`src/rtl/pll_rst_ctrl.sv`:
```
// PLL reset/lock sequencer: holds the PLL in reset, waits for lock with timeout/retry,
// qualifies lock stability, then releases sys_rst_n. Optional: PLL_RST_CTRL_LOSS_CNT_EN.
module pll_rst_ctrl #(
  parameter int RST_HOLD_CYC    = 16,
  parameter int LOCK_TIMEOUT    = 65536,
  parameter int LOCK_STABLE_CYC = 1024,
  parameter int MAX_RETRY       = 3
) (
  input  logic       clk,
  input  logic       rst_n,
  input  logic       pll_lock,
  input  logic       user_rst_req,
  output logic       pll_rst,
  output logic       sys_rst_n,
  output logic       locked,
  output logic       fail,
`ifdef PLL_RST_CTRL_LOSS_CNT_EN
  output logic [7:0] lock_loss_cnt,
`endif
  output logic [3:0] retry_cnt
);

  localparam int MAX_AB  = (RST_HOLD_CYC > LOCK_TIMEOUT) ? RST_HOLD_CYC : LOCK_TIMEOUT;
  localparam int MAX_CYC = (MAX_AB > LOCK_STABLE_CYC) ? MAX_AB : LOCK_STABLE_CYC;
  localparam int CNT_W   = $clog2(MAX_CYC);

  localparam logic [CNT_W-1:0] HOLD_LAST    = CNT_W'(RST_HOLD_CYC - 1);
  localparam logic [CNT_W-1:0] TIMEOUT_LAST = CNT_W'(LOCK_TIMEOUT - 1);
  localparam logic [CNT_W-1:0] STABLE_LAST  = CNT_W'(LOCK_STABLE_CYC - 1);
  localparam logic [3:0]       RETRY_LIM    = 4'(MAX_RETRY);

  typedef enum logic [2:0] {
    ST_RESET_HOLD,
    ST_WAIT_LOCK,
    ST_STABLE,
    ST_RUN,
    ST_FAIL
  } state_t;

  state_t           state_q, state_d;
  logic [CNT_W-1:0] cnt_q, cnt_d;
  logic [3:0]       retry_q, retry_d;
  logic [1:0]       sync_q;
  logic             lock_s;
  logic             pll_rst_q, sys_rst_n_q, locked_q, fail_q;

  // Lock from a PLL held in reset is meaningless, so the synchroniser is flushed
  // while pll_rst is asserted; lock is only believed once the PLL runs freely.
  always_ff @(posedge clk or negedge rst_n) begin
    if (!rst_n) begin
      sync_q <= 2'b00;
    end else if (pll_rst_q) begin
      sync_q <= 2'b00;
    end else begin
      sync_q <= {sync_q[0], pll_lock};
    end
  end

  assign lock_s = sync_q[1];

  always_ff @(posedge clk or negedge rst_n) begin
    if (!rst_n) begin
      state_q     <= ST_RESET_HOLD;
      cnt_q       <= '0;
      retry_q     <= 4'd0;
      pll_rst_q   <= 1'b1;
      sys_rst_n_q <= 1'b0;
      locked_q    <= 1'b0;
      fail_q      <= 1'b0;
    end else begin
      state_q     <= state_d;
      cnt_q       <= cnt_d;
      retry_q     <= retry_d;
      pll_rst_q   <= (state_d == ST_RESET_HOLD) || (state_d == ST_FAIL);
      sys_rst_n_q <= (state_d == ST_RUN);
      locked_q    <= (state_d == ST_RUN);
      fail_q      <= (state_d == ST_FAIL);
    end
  end

  always_comb begin
    state_d = state_q;
    retry_d = retry_q;
    if (user_rst_req) begin
      state_d = ST_RESET_HOLD;
      retry_d = 4'd0;
    end else begin
      case (state_q)
        ST_RESET_HOLD: begin
          if (cnt_q == HOLD_LAST) state_d = ST_WAIT_LOCK;
        end
        ST_WAIT_LOCK: begin
          if (lock_s) begin
            state_d = ST_STABLE;
          end else if (cnt_q == TIMEOUT_LAST) begin
            retry_d = retry_q + 4'd1;
            state_d = (retry_d == RETRY_LIM) ? ST_FAIL : ST_RESET_HOLD;
          end
        end
        ST_STABLE: begin
          if (!lock_s) begin
            state_d = ST_WAIT_LOCK;
          end else if (cnt_q == STABLE_LAST) begin
            state_d = ST_RUN;
            retry_d = 4'd0;
          end
        end
        ST_RUN: begin
          if (!lock_s) state_d = ST_RESET_HOLD;
        end
        ST_FAIL: state_d = ST_FAIL;
        default: state_d = ST_RESET_HOLD;
      endcase
    end
  end

  // Counter only runs in the timed states, so RUN/FAIL can never wrap it.
  always_comb begin
    cnt_d = cnt_q;
    if (user_rst_req || (state_d != state_q)) begin
      cnt_d = '0;
    end else if ((state_q == ST_RESET_HOLD) || (state_q == ST_WAIT_LOCK) ||
                 (state_q == ST_STABLE)) begin
      cnt_d = cnt_q + 1'b1;
    end
  end

`ifdef PLL_RST_CTRL_LOSS_CNT_EN
  logic [7:0] loss_q;
  logic       loss_event;

  assign loss_event = (state_q == ST_RUN) && !lock_s && !user_rst_req;

  always_ff @(posedge clk or negedge rst_n) begin
    if (!rst_n) begin
      loss_q <= 8'd0;
    end else if (loss_event && (loss_q != 8'hFF)) begin
      loss_q <= loss_q + 8'd1;
    end
  end

  assign lock_loss_cnt = loss_q;
`endif

  assign pll_rst   = pll_rst_q;
  assign sys_rst_n = sys_rst_n_q;
  assign locked    = locked_q;
  assign fail      = fail_q;
  assign retry_cnt = retry_q;

endmodule

```
`config.mk`:
```
export PLATFORM = sky130hd
export DESIGN_NAME = pll_rst_ctrl
export DESIGN_NICKNAME = d
export VERILOG_FILES = /design/src/rtl/pll_rst_ctrl.sv
export SDC_FILE = /design/constraint.sdc
export NUM_CORES = 1
export LEC_CHECK = 0
export BUFFER_PORTS_ARGS = -buffer_cell sky130_fd_sc_hd__buf_2
export CAP_MARGIN = 0
export CELL_PAD_IN_SITES_DETAIL_PLACEMENT = 1
export CELL_PAD_IN_SITES_GLOBAL_PLACEMENT = 1
export CORE_ASPECT_RATIO = 1.4
export CORE_MARGIN = 2
export CORE_UTILIZATION = 45
export CTS_CLUSTER_DIAMETER = 40
export DETAILED_ROUTE_END_ITERATION = 6
export GPL_ROUTABILITY_DRIVEN = 0
export PLACE_DENSITY_LB_ADDON = 0.1
export REMOVE_ABC_BUFFERS = 1
export SLEW_MARGIN = 10
export SYNTH_ARGS = -nofsm -noshare
export SYNTH_HDL_FRONTEND = slang
export SYNTH_SLANG_ARGS = --single-unit
```
`constraint.sdc`:
```
create_clock -name clk -period 2.4 [get_ports clk]
set_clock_uncertainty 0.15 [all_clocks]
set_input_delay 0.48 -clock clk [delete_from_list [all_inputs] [get_ports clk]]
set_output_delay 0.48 -clock clk [all_outputs]
set_load 0.02 [all_outputs]
```
==> flow_metrics.py, run 1 <==
metrics = {
    "grt": {
        "antenna_found_initial": 0,
        "grt_usage": 0.2123,
        "grt_max_degree": 29,
        "grt_first_pass_wirelength_um": 6141,
        "grt_pass1_vias": 1339,
        "grt-ovfl-total": 0,
    },
    "clock_tree": {
        "ctsResizeCount": 0,
        "clk_pin_slew_ns": 0.09,
        "clkLatencyLatePin_ns": 0.27,
        "cts_buffer_depth": 2,
        "postCtsSetupRepairBufs": 0,
        "ctsHoldBuffers": 0,
        "htree_levels": 1,
        "cts_sinks": 28,
        "cts_inserted_buffers": 3,
        "clockRootBuffer": "clkbuf_8",
        "tritoncts": "built",
    },
    "routing": {
        "avgViaCountPerCell": 5.683,
        "ant_nets": 0,
        "drtIter0Drc": 23,
        "post_drt_wl_per_cell_um": 15.94,
        "first_pass_iters": 4,
        "vias": 1182,
        "wirelength_um": 3316,
        "drc": 0,
    },
    "logic_synthesis": {
        "synthMuxAreaShare": 0,
        "yosysUniqueCellTypes": 40,
        "synth-simple-area-share": 0.3088,
        "synth_fa_ha_area_frac": 0.02504,
        "synth_xor_area_frac": 0.09349,
        "ys_warn_count": 0,
        "seq_area_frac_synth": 0.4683,
        "ys_seq_elements": 28,
        "postSynthCellCount": 156,
        "synth_compound_area_frac": 0.08264,
        "synth_area_um2": 1499,
        "synth_top_family_by_area": "simple AND/OR/NAND/NOR gates",
        "syn_avg_cell_area_um2": 9.609,
    },
    "sta": {
        "finalMaxSlewViolations": 0,
        "fin_crit_sh": 0.9395,
        "setup_tns_ns": 0,
        "finalHoldViolCount": 0,
        "rsz0062_at_grt": "false",
        "timing.fmax_mhz": 443.5,
        "worst_pin_slew_ns": 0.6772,
        "relSlewSlack": 0.5444,
        "setup_viol": 0,
        "fin_crit_ns": 2.255,
    },
    "power": {
        "pwr-share-clk": 0.412,
        "combPwrFrac": 0.042,
        "p_switching_mw": 0.1679,
        "switching_share": 0.1909,
        "seqPwrFrac": 0.546,
        "internal_power_mw": 0.7117,
        "peakVddDrop_mv": 0.4510,
        "finalPower_mw": 0.8797,
        "p_leak_nw": 0.7349,
        "power.density_nw_per_um2": 525.9,
    },
    "worst_setup_path": {
        "r2r-end": "cnt_q[15]",
        "cp_data_arrival_time_ns": 2.27,
        "rrSetupSlack_ns": 0.15,
        "r2r_cells": 6,
        "crit_required_ns": 2.41,
        "cp-end-kind": "register",
        "worstReg2RegStart": "cnt_q[10]",
        "crit_fanout": 16,
        "cp_slowest_cell": "or4_1",
        "slowest_delay_ns": 0.53,
        "critPathLaunchType": "register",
        "crit_type": "register to register",
        "crit_chain": "or4_1, nor4_1, o21ai_1, a221oi_4, buf_12, nor2_1",
    },
    "final_layout": {
        "area_growth_pct": 11.60,
        "antenna_cells": 0,
        "final_nets": 177,
        "fillers": 374,
        "fin_util": 0.5306,
        "drive_above_1_share": 0.1479,
    },
    "die": {
        "num_rows": 24,
        "dieWidth_um": 52.78,
        "core_area_um2": 3153,
        "die_area_um2": 3815,
        "start_util": 0.4754,
        "io_pins": 12,
        "die_h_um": 72.29,
    },
    "placed_design": {
        "port_buffers": 11,
        "hpwlAfterDp_um": 2502,
    },
    "worst_hold_path": {
        "hold_path.class": "input port to async pin",
    },
    "status": {
        "status": "finished, final reports clean",
    },
    "job": {
        "drv_cap": 0,
    },
}
## through the flow
step	worst slack, ns	std cells	hold WS, ns	cell area (µm²)
finish	0.1452	208	0.06145	1673
global route	0.01620	208	0.1046	1673
CTS	0.1512	208	0.08152	1673
detailed placement	0.1783	204	0.3242	1602
global placement	0.2202	204	0.3176	1602
floorplan	0.3178	152	0.03441	1470
## per-layer routing
layer	vias up	track usage	share of wire
li1	571	-	-
met1	597	0.2319	0.39
met2	10	0.4111	0.58
met3	4	0.02675	0.016
met4	0	0.05983	0.013
met5	-	0	0
## final cells by class
class,count,area [µm²],share of cell area
Clock inverter,1,30.03,0.01795
Sequential cell,28,701.9,0.4196
Multi-Input combinational cell,123,764.5,0.4570
Tap cell,39,48.80,0.02917
Inverter,1,3.754,0.002244
Timing Repair Buffer,13,82.58,0.04936
Clock buffer,3,41.29,0.02468
## cell usage after synthesis, drive strengths merged
library cell	number	share of area
dfrtp	27	0.45
nor2	24	0.060
nand2	13	0.033
nand3	13	0.043
xor2	11	0.064
a21oi	7	0.023
nand4	6	0.029
nor2b	5	0.021
nor3	5	0.017
xnor2	5	0.029
buf	4	0.019
nor4	4	0.017
and2	3	0.013
ha	3	0.025
nor3b	3	0.015
o21ai	3	0.010
or3	3	0.017
and4	2	0.013
a211oi	1	0.0050
a21o	1	0.0050
a221oi	1	0.018
a31o	1	0.0058
a31oi	1	0.0042
and3	1	0.0042
and4bb	1	0.0083
dfstp	1	0.018
inv	1	0.0025
nand2b	1	0.0042
nand3b	1	0.0050
o211a	1	0.0067
o211ai	1	0.0050
or2	1	0.0058
or4	1	0.0050
## cell families after synthesis
| logic type | Yosys count |
|---|---|
| flops | 28 |
| xor+xnor | 16 |
| compound gates | 17 |
| simple gates | 87 |
| buf+inv | 5 |
| fa+ha+maj | 3 |
## power by group through the flow
stage	Combinational (mW)	Sequential, mW	Clock (mW)
after floorplan	0.0159	0.489	0
after global placement	0.0366	0.489	0
after detailed placement	0.0386	0.490	0
after CTS	0.0386	0.480	0.373
after global routing	0.0433	0.481	0.395
final	0.0370	0.480	0.363
## cells in the final DEF, fill, tap and decap left out, drive strengths merged
cell type	count
dfstp	1
nand2	13
nor4	4
or4	1
nor3b	3
xnor2	5
and4bb	1
nand3	13
or3	3
a21o	1
nand2b	1
ha	3
o211a	1
nand3b	1
bufinv	1
a221oi	1
nand4	6
xor2	11
a211oi	1
a21oi	7
buf	13
nor3	5
dfrtp	27
and3	1
or2	1
o211ai	1
and2	3
inv	1
nor2b	5
a31o	1
nor2	24
o21ai	3
clkbuf	3
and4	2
a31oi	1
## worst max path at each step
stage | from | endpoint
floorplan | cnt_q[11] | cnt_q[0]
global placement | cnt_q[0] | retry_cnt[3]
detailed placement | cnt_q[0] | retry_cnt[3]
CTS | cnt_q[0] | retry_cnt[3]
global route | cnt_q[10] | cnt_q[11]
finish | cnt_q[10] | cnt_q[15]
## sequential cells by signal, indices dropped and copies added, names as in the netlist
signal / cells
sync_q: 2
locked: 1
retry_cnt: 4
pll_rst: 1
cnt_q: 16
state_q: 3
fail: 1
## critical path, delay by kind of cell, from the launching register on
| kind | cells | cell delay (ns) |
|---|---|---|
| AND/OR/NAND/NOR | 3 | 0.87 |
| AO/OA/AOI/OAI | 2 | 0.51 |
| flip-flops | 1 | 0.43 |
| buffers and inverters | 1 | 0.18 |
No activity file was read; power rests on OpenSTA's default activity.
==> run 2: changes to the inputs <==
--- a/config.mk
+++ b/config.mk
@@ -16,6 +16,7 @@
 export DETAILED_ROUTE_END_ITERATION = 6
 export GPL_ROUTABILITY_DRIVEN = 0
 export PLACE_DENSITY_LB_ADDON = 0.1
+export RECOVER_POWER = 100
 export REMOVE_ABC_BUFFERS = 1
 export SLEW_MARGIN = 10
 export SYNTH_ARGS = -nofsm -noshare
==> flow_metrics.py, run 2 (same netlist as run 1, synthesis figures left out) <==
metrics = {
    "final_layout": {
        "largest_register_ffs": 16,
        "layoutNonFillerInstCount": 208,
        "multi_input_area_um2": 762.0,
        "fin_util": 0.5262,
        "design_area_um2": 1659,
        "ff_latch_area_um2": 701.9,
        "fillers": 379,
        "top_register": "cnt_q",
        "layout_commonest_cell": "dfrtp_1",
        "drive_above_1_share": 0.08284,
        "antenna_cells": 0,
        "final_nets": 177,
        "area_growth_pct": 10.68,
        "layout_common_cells": "dfrtp_1, nor2_1, nand3_1, nand2_1, xor2_1",
    },
    "power": {
        "peakVddDrop_mv": 0.4510,
        "p_leak_nw": 0.6962,
        "finalPower_mw": 0.8793,
        "power.density_nw_per_um2": 530.0,
    },
    "routing": {
        "post_drt_wl_per_cell_um": 15.96,
        "drtIter0Drc": 23,
        "first_pass_iters": 4,
        "avgViaCountPerCell": 5.683,
        "vias": 1182,
        "wirelength_um": 3319,
        "drc": 0,
        "ant_nets": 0,
    },
    "grt": {
        "grt_max_degree": 29,
        "antenna_found_initial": 0,
        "grt-ovfl-total": 0,
        "grt_first_pass_wirelength_um": 6141,
        "grt_pass1_vias": 1339,
        "grt_usage": 0.2123,
    },
    "placed_design": {
        "port_buffers": 11,
        "place_ws_ns": 0.1783,
        "dpl_cell_area_um2": 1602,
        "dp_cells": 204,
        "hpwlAfterDp_um": 2502,
    },
    "sta": {
        "finalMaxSlewViolations": 0,
        "setup_viol": 0,
        "whs_ns": 0.2940,
        "rsz0062_at_grt": "false",
        "finalHoldViolCount": 0,
        "fin_ws_ns": 0.1452,
        "relSlewSlack": 0.003566,
        "setup_tns_ns": 0,
        "timing.fmax_mhz": 443.5,
        "fin_crit_sh": 0.9395,
        "fin_crit_ns": 2.255,
        "worst_pin_slew_ns": 1.495,
    },
    "die": {
        "core_area_um2": 3153,
        "num_rows": 24,
        "die_h_um": 72.29,
        "dieWidth_um": 52.78,
        "io_pins": 12,
        "die_area_um2": 3815,
        "start_util": 0.4754,
    },
    "clock_tree": {
        "htree_levels": 1,
        "cts_inserted_buffers": 3,
        "cts_buffer_depth": 2,
        "clockRootBuffer": "clkbuf_8",
        "clkLatencyLatePin_ns": 0.27,
        "ctsResizeCount": 0,
        "clk_pin_slew_ns": 0.09,
        "cts_sinks": 28,
        "tritoncts": "built",
        "postCtsSetupRepairBufs": 0,
        "ctsHoldBuffers": 0,
    },
    "status": {
        "status": "finished with violations",
        "violations": "capacitance limit",
    },
    "worst_setup_path": {
        "crit_required_ns": 2.41,
        "cp_data_arrival_time_ns": 2.27,
        "crit_type": "register to register",
        "crit_fanout": 16,
        "critPathLaunchType": "register",
        "cp-end-kind": "register",
    },
    "worst_hold_path": {
        "hold_path.class": "input port to register",
    },
    "job": {
        "drv_cap": 1,
    },
}
## run 2: power by group
part	switching, mW	internal [mW]	total [mW]
combinational	0.0241	0.0126	0.0367
sequential	0.00428	0.476	0.480
clock	0.140	0.223	0.363
## run 2: layout make-up
cell class | count | share of cell area
multi-input combinational | 123 | 0.4593
sequential | 28 | 0.4231
timing repair buffer | 13 | 0.04299
tap | 39 | 0.02941
clock buffer | 3 | 0.02489
clock inverter | 1 | 0.01810
inverter | 1 | 0.002262
## run 2: routing by layer
metal | up-vias | share of wire | global-route usage
met5 | - | 0 | 0
met4 | 0 | 0.013 | 0.05983
met3 | 4 | 0.015 | 0.02675
met2 | 10 | 0.58 | 0.4111
met1 | 597 | 0.39 | 0.2319
li1 | 571 | - | -
## run 2: critical path: stages (launching register included)
cell	delay, ns
dfrtp_1	0.43
or4_1	0.53
nor4_1	0.28
o21ai_1	0.20
a221oi_4	0.31
buf_12	0.18
nor2_1	0.06
## run 2: final timing paths
kind | end | slack, ns | cells after the start | from
worst max-delay path | cnt_q[15] | 0.15 | 6 | cnt_q[10]
worst min-delay path | sync_q[0] | 0.29 | 2 | pll_lock
worst min register to register | sync_q[1] | 0.35 | 1 | sync_q[0]
worst max register to register | cnt_q[15] | 0.15 | 6 | cnt_q[10]
max in group asynchronous | sync_q[0] | 0.82 | 1 | rst_n
min in group asynchronous | retry_cnt[3] | 0.40 | 1 | rst_n
